### config.mk
export PLATFORM = sky130hd
export DESIGN_NAME = dcache_write_buffer
export DESIGN_NICKNAME = d
export VERILOG_FILES = /design/src/rtl/dcache_write_buffer.sv
export SDC_FILE = /design/constraint.sdc
export NUM_CORES = 1
export LEC_CHECK = 0
export CORE_AREA = 2 2 213 215
export CTS_BUF_LIST = sky130_fd_sc_hd__clkbuf_8
export DETAILED_ROUTE_END_ITERATION = 12
export DIE_AREA = 0 0 215 217
export GPL_TIMING_DRIVEN = 0
export PLACE_DENSITY_LB_ADDON = 0.25
export SLEW_MARGIN = 20
export SYNTH_ARGS = -nofsm -noshare
export SYNTH_HDL_FRONTEND = slang
export SYNTH_SLANG_ARGS = --single-unit
### constraint.sdc
create_clock -name clk -period 2.25 [get_ports clk]
set_clock_uncertainty 0.05 [all_clocks]
set_input_delay 0.225 -clock clk [delete_from_list [all_inputs] [get_ports clk]]
set_output_delay 0.225 -clock clk [all_outputs]
set_load 0.02 [all_outputs]
### src/rtl/dcache_write_buffer.sv
// One-line write buffer between the L1 dcache and physical memory.
// Ports: clk, reset_n (async, active-low); L1 side l1_address, l1_read,
// l1_write, l1_wdata, l1_rdata, l1_resp; memory side pmem_address,
// pmem_read, pmem_write, pmem_wdata, pmem_rdata, pmem_resp; buf_valid.
module dcache_write_buffer (
    input  logic         clk,
    input  logic         reset_n,
    input  logic [15:0]  l1_address,
    input  logic         l1_read,
    input  logic         l1_write,
    input  logic [127:0] l1_wdata,
    output logic [127:0] l1_rdata,
    output logic         l1_resp,
    output logic [15:0]  pmem_address,
    output logic         pmem_read,
    output logic         pmem_write,
    output logic [127:0] pmem_wdata,
    input  logic [127:0] pmem_rdata,
    input  logic         pmem_resp,
    output logic         buf_valid
);

    typedef enum logic [2:0] {
        S_EMPTY,
        S_FULL,
        S_READ,
        S_DRAIN,
        S_RESP
    } state_t;

    state_t         state_q, state_d;
    logic [11:0]    tag_q, tag_d;
    logic [127:0]   line_q, line_d;
    logic           valid_q, valid_d;
    logic [127:0]   rdata_q, rdata_d;
    logic           resp_q, resp_d;
    logic           rd_q, rd_d;
    logic           wr_q, wr_d;
    logic [15:0]    addr_q, addr_d;
    logic           hit;
    logic           idle;
    logic           unused_addr_lsb;

    // Line offset bits play no part in a line-granular buffer.
    assign unused_addr_lsb = ^l1_address[3:0];

    assign hit  = valid_q && (tag_q == l1_address[15:4]);
    assign idle = (state_q == S_EMPTY) || (state_q == S_FULL);

    always_ff @(posedge clk or negedge reset_n) begin
        if (!reset_n) begin
            state_q <= S_EMPTY;
            tag_q   <= '0;
            line_q  <= '0;
            valid_q <= 1'b0;
            rdata_q <= '0;
            resp_q  <= 1'b0;
            rd_q    <= 1'b0;
            wr_q    <= 1'b0;
            addr_q  <= '0;
        end else begin
            state_q <= state_d;
            tag_q   <= tag_d;
            line_q  <= line_d;
            valid_q <= valid_d;
            rdata_q <= rdata_d;
            resp_q  <= resp_d;
            rd_q    <= rd_d;
            wr_q    <= wr_d;
            addr_q  <= addr_d;
        end
    end

    // Read wins over write; in FULL a write simply forces the drain
    // and is picked up again once the buffer is EMPTY.
    always_comb begin
        state_d = state_q;
        unique case (state_q)
            S_EMPTY: begin
                if (l1_read)
                    state_d = hit ? S_RESP : S_READ;
                else if (l1_write)
                    state_d = S_RESP;
            end
            S_FULL: begin
                if (l1_read)
                    state_d = hit ? S_RESP : S_READ;
                else
                    state_d = S_DRAIN;
            end
            S_READ: begin
                if (pmem_resp)
                    state_d = S_RESP;
            end
            S_DRAIN: begin
                if (pmem_resp)
                    state_d = S_EMPTY;
            end
            S_RESP: begin
                state_d = valid_q ? S_FULL : S_EMPTY;
            end
            default: state_d = S_EMPTY;
        endcase
    end

    always_comb begin
        tag_d   = tag_q;
        line_d  = line_q;
        valid_d = valid_q;
        rdata_d = rdata_q;
        addr_d  = addr_q;
        resp_d  = (state_d == S_RESP);
        rd_d    = (state_d == S_READ);
        wr_d    = (state_d == S_DRAIN);

        if (state_q == S_EMPTY && !l1_read && l1_write) begin
            line_d  = l1_wdata;
            tag_d   = l1_address[15:4];
            valid_d = 1'b1;
        end

        if (state_q == S_DRAIN && pmem_resp)
            valid_d = 1'b0;

        if (idle && l1_read && hit)
            rdata_d = line_q;

        if (state_q == S_READ && pmem_resp)
            rdata_d = pmem_rdata;

        // Address is loaded on entry and then held for the whole request.
        if (state_d == S_READ && state_q != S_READ)
            addr_d = {l1_address[15:4], 4'h0};
        else if (state_d == S_DRAIN && state_q != S_DRAIN)
            addr_d = {tag_q, 4'h0};
    end

    assign l1_rdata     = rdata_q;
    assign l1_resp      = resp_q;
    assign pmem_address = addr_q;
    assign pmem_read    = rd_q;
    assign pmem_write   = wr_q;
    assign pmem_wdata   = line_q;
    assign buf_valid    = valid_q;

endmodule
Word-level counts from Yosys, hierarchy flattened
Cells that the tools add are included.
{"block": "totals", "word_cells": 48, "inputBits": 277, "regBits": 291, "out_inout_bits": 276}
{"block": "classes", "n_eq_ne": 10, "reduce_logical": 15, "n_mux": 14}
{"op": "128-bit 2-to-1 mux", "n": 2}
{"op": "16-bit 2-to-1 mux", "n": 2}
{"op": "3-bit 2-to-1 mux", "n": 6}
{"op": "3-bit case mux with 5 select lines", "n": 1}
{"op": "12-bit equality test", "n": 1}
{"op": "3-bit by 2-bit equality test with 1-bit output (second input constant)", "n": 4}
{"op": "1-bit logical AND", "n": 9}
{"op": "3-bit equality test (second input constant)", "n": 2}
{"op": "3-bit by 2-bit != test with 1-bit output (second input constant)", "n": 2}
{"op": "2-bit nonzero test", "n": 3}
{"op": "3-bit by 1-bit equality test with 1-bit output (second input constant)", "n": 1}
{"op": "3-bit logical NOT", "n": 1}
{"op": "1-bit 2-to-1 mux", "n": 3}
{"op": "1-bit logical NOT", "n": 1}
{"op": "1-bit logical OR", "n": 1}

Depth between registers and ports, before layout
{"block": "logic_depth", "ltp_word": 9, "depth_mapped": 9, "mapped_depth_nobuf": 5}

Least setup slack after synthesis
No wires, ideal clock.
{"block": "synth_path", "path_type": "register -> register", "startpoint": "reg state_q[2]", "endpoint": "reg addr_q[10] (netlist: pmem_address[10])", "path_slack_ps": 375, "n_path_buf": 2, "arrival_time_ps": 1697, "synth_period_minus_slack_ps": 1875, "setup_ps": 128, "required_time_ps": 2072, "path_stages_with_launch": 7, "cell_sequence": "dfrtp_1 buf_4 nor3_1 and2_1 buf_2 mux2_2 mux2_1"}
{"block": "synth_between", "elab_chain_len": 6, "elab_cells_between_ends": 18, "cone_classes": "8 x eq/ne; 6 x mux; 4 x reduce/logical"}
{"item": "start: declaration", "line": "31", "source": "state_t state_q, state_d;"}
{"item": "start signal: assignment", "line": "62", "source": "state_q <= state_d;"}
{"item": "3-bit 2-to-1 mux", "line": "82", "source": "else if (l1_write)"}
{"item": "3-bit 2-to-1 mux", "line": "80", "source": "if (l1_read)"}
{"item": "3-bit case mux with 5 select lines", "line": "78", "source": "unique case (state_q)"}
{"item": "3-bit by 2-bit equality test with 1-bit output, on equally long branches", "line": "132, 134"}
{"item": "1-bit logical AND, on equally long branches", "line": "132, 134"}
{"item": "16-bit 2-to-1 mux / 2-bit nonzero test (equally long branches)"}
{"item": "end signal: assignment", "line": "70", "source": "addr_q <= addr_d;"}
{"item": "end: declaration", "line": "39", "source": "logic [15:0] addr_q, addr_d;"}
Several ways; a longest one is shown, not always the timed one.
A chain may end at the register's enable or synchronous reset.

Worst setup path in the final report
{"block": "layout_path", "startpoint": "reg tag_q[8]", "endpoint": "reg rdata_q[67] (netlist: l1_rdata[67])"}
{"block": "layout_between", "elab_chain_len": 4}
{"item": "start: declaration", "line": "32", "source": "logic [11:0] tag_q, tag_d;"}
{"item": "start signal: assignment", "line": "63", "source": "tag_q <= tag_d;"}
{"item": "12-bit equality test", "line": "47", "source": "assign hit = valid_q && (tag_q == l1_address[15:4]);"}
{"item": "1-bit logical AND", "line": "47"}
{"item": "1-bit logical AND", "line": "125", "source": "if (idle && l1_read && hit)"}
{"item": "2-bit nonzero test (no line)"}
{"item": "end signal: assignment", "line": "66", "source": "rdata_q <= rdata_d;"}
{"item": "end: declaration", "line": "35", "source": "logic [127:0] rdata_q, rdata_d;"}
No other way between the ends.

==> results.cfg <==
[yosys]
post-synth-top-count-cell = nand3_1
synth_top_cell_area_share_pct = 56.4
synth-edff-count = 0
syn_inst = 1104
synth.distinct_cells = 33
ys.flop_type = dfrtp_1
ys_seq_area_share_pct = 56.4
yosys_warnings = 0
synth_common_cells = nand3_1 (289), dfrtp_1 (287), mux2_2 (159), nand2_1 (131), nand3_2 (99)
synth_top_area_cell = dfrtp_1
async_flop_share_pct = 100
ys_seq_elements = 287
synth.area.top_cells = dfrtp_1 (56%), mux2_2 (14%), nand3_1 (11%), nand3_2 (7.8%), nand2_1 (3.9%)
netlist_area_mm2 = 0.0127
avgSynthCellArea_um2 = 11.5

[placed_design]
place_worst_setup_slack_ns = -0.842
port_buffers = 544
gp_congestion = 0.828
place_hpwl_um = 35800

[floorplan]
die_h_um = 217
core_mm2 = 0.0447
die_area_mm2 = 0.0467
fp-row-count = 78
io_pins = 553
start_util_pct = 28.5
die_w_um = 215

[critical_path]
reg2reg_slack_ns = 0.09
critPathArrivalTime_ns = 2.61
startpoint_type = register
worstPathRequired_ns = 2.70
crit_path_end_kind = register
timing.setup.critical_path_class = register to register
reg2reg_depth = 8
cp_max_fo = 10

[sta]
relSlewSlack_pct = 53.2
fmax_ghz = 0.462
finalSetupViolations = 0
finalCriticalPeriod_ns = 2.16
worst_pin_slew_ns = 0.702
timing.hold.ws_ns = 0.0820
layout_setup_ws_ns = 0.0876
rsz0062_at_grt = false
hold_viol = 0
slew_viol_final = 0
finalCritPeriodShare_pct = 96.1

[detailed_routing]
drt_iter0_drc = 687
vias = 11100
via_per_inst = 4.71
wl_um = 48000
wl_per_cell_um = 20.5
drcViolationCount = 0
ant_nets = 0
dr.pass1.iters = 4

[layout]
utilization_pct = 45.3
syn_to_final_growth_pct = 58.9
num_antenna_cells = 0
drive_gt1_share_pct = 24.2
fillers = 4303
nNetsFinal = 1987

[global_route]
overflow = 0
antenna_found_initial = 0
grt_max_degree = 86
grt.total_usage_pct = 20.3
grt_pass1_vias = 11600
grt_pass1_wl_um = 72600

[clock_tree]
clock_latency_ns = 0.64
numCtsBuffers = 53
cts_sinks = 287
cts.reportedPaths.clkPinSlew_ns = 0.06
h-tree-depth = 2
cts_root_buffer = clkbuf_8
cts_tree = yes
cts.path.max_buffers = 3

[pwr]
leakagePower_nw = 8.71
ir_drop_uv = 837
total_power_w = 0.0287
p_per_area_mw_per_mm2 = 1420

[hold_path]
hold_path_class = input pin to asynchronous set/reset pin

[outcome]
status = complete, no violations

[flow_run]
drv_cap = 0
[logic make-up after synthesis]
family,Yosys count,share of synthesized area (%)
AOI/OAI and AO/OA,3,0.196
xor gates and xnor gates,12,0.825
buffers and inverters,97,4.05
DFF,287,56.4
muxes,164,14.5
other,1,0.0294
and+or+nand+nor,540,24.1
[final timing paths]
kind	from	endpoint
min reg2reg	l1_rdata[15]$_DFFE_PN0P_	l1_rdata[15]$_DFFE_PN0P_
max reg2reg	tag_q[8]$_DFFE_PN0P_	l1_rdata[67]$_DFFE_PN0P_
max	tag_q[8]$_DFFE_PN0P_	l1_rdata[67]$_DFFE_PN0P_
min in group clk	pmem_rdata[111]	l1_rdata[111]$_DFFE_PN0P_
max in group asynchronous	reset_n	l1_rdata[64]$_DFFE_PN0P_
min	reset_n	l1_rdata[118]$_DFFE_PN0P_
[layout make-up]
cell class	instances	area, um2	area share [%]
Buffer	95	574	2.84
Clock buffer	68	936	4.62
Clock inverter	24	159	0.785
Inverter	1	3.75	0.0185
Multi-Input combinational cell	723	5080	25.1
Sequential cell	287	7180	35.5
Tap cell	600	751	3.71
Timing Repair Buffer	549	5560	27.5
[stage by stage]
| stage | instance area, um2 | cells | setup TNS, ns |
|---|---|---|---|
| after global routing | 20200 | 2347 | 0 |
| after global placement | 19000 | 2251 | -3624.16 |
| after detailed placement | 19000 | 2254 | -123.15 |
| final | 20200 | 2347 | 0 |
| after floorplan | 12800 | 1107 | 0 |
| after CTS | 20200 | 2347 | 0 |
[state kept, by name, summed over array words and instances (netlist names)]
name and flops:
buf_valid 1, state_q 3, pmem_write 1, pmem_read 1
pmem_address 12, l1_rdata 128, pmem_wdata 128, l1_resp 1
tag_q 12
[power by group]
group / leakage [nW] / switching [W] / internal (W)
Sequential: 3.48 / 0.00199 / 0.00772
Clock: 0.625 / 0.00228 / 0.00292
Combinational: 4.60 / 0.00699 / 0.00680
Total: 8.71 / 0.0113 / 0.0174
[layer usage]
metal	routed length [um]	global-route usage, %
met5	0	0
met4	906	5.56
met3	3130	5.28
met2	23900	34.9
met1	20100	25.1
[worst max-delay path, stage by stage (launching register included)]
cell and delay [ns]:
dfrtp_1 0.40, xnor2_1 0.20, nand4_1 0.18, or4_1 0.49, buf_2 0.18, buf_12 0.18
buf_6 0.17, nand3_2 0.08, nand3_1 0.08
[layout by cell type, fill, tap and decap left out, types with 3 or more instances in the layout]
cell / Yosys / layout
buf_16: 0 / 3
buf_2: 37 / 34
buf_4: 5 / 7
buf_6: 10 / 11
clkbuf_1: 40 / 15
clkbuf_2: 0 / 19
clkbuf_4: 0 / 7
clkbuf_8: 0 / 68
clkdlybuf4s50_1: 0 / 543
conb_1: 1 / 4
dfrtp_1: 287 / 287
inv_1: 1 / 18
mux2_1: 5 / 5
mux2_2: 159 / 159
nand2_1: 131 / 131
nand3_1: 289 / 289
nand3_2: 99 / 99
nor3_1: 3 / 3
xnor2_1: 12 / 9
xnor2_2: 0 / 3
[timing repair]
| action | in CTS | in global routing |
|---|---|---|
| resized for setup | 21 | 33 |
| hold buffers | 1 | 0 |
| endpoints found under the hold margin | 186 | 0 |
| endpoints found under the setup margin | 197 | 164 |
| buffers inserted | 0 | 1 |
| pin swaps | 0 | 4 |
(Power assumes the default switching activity.)
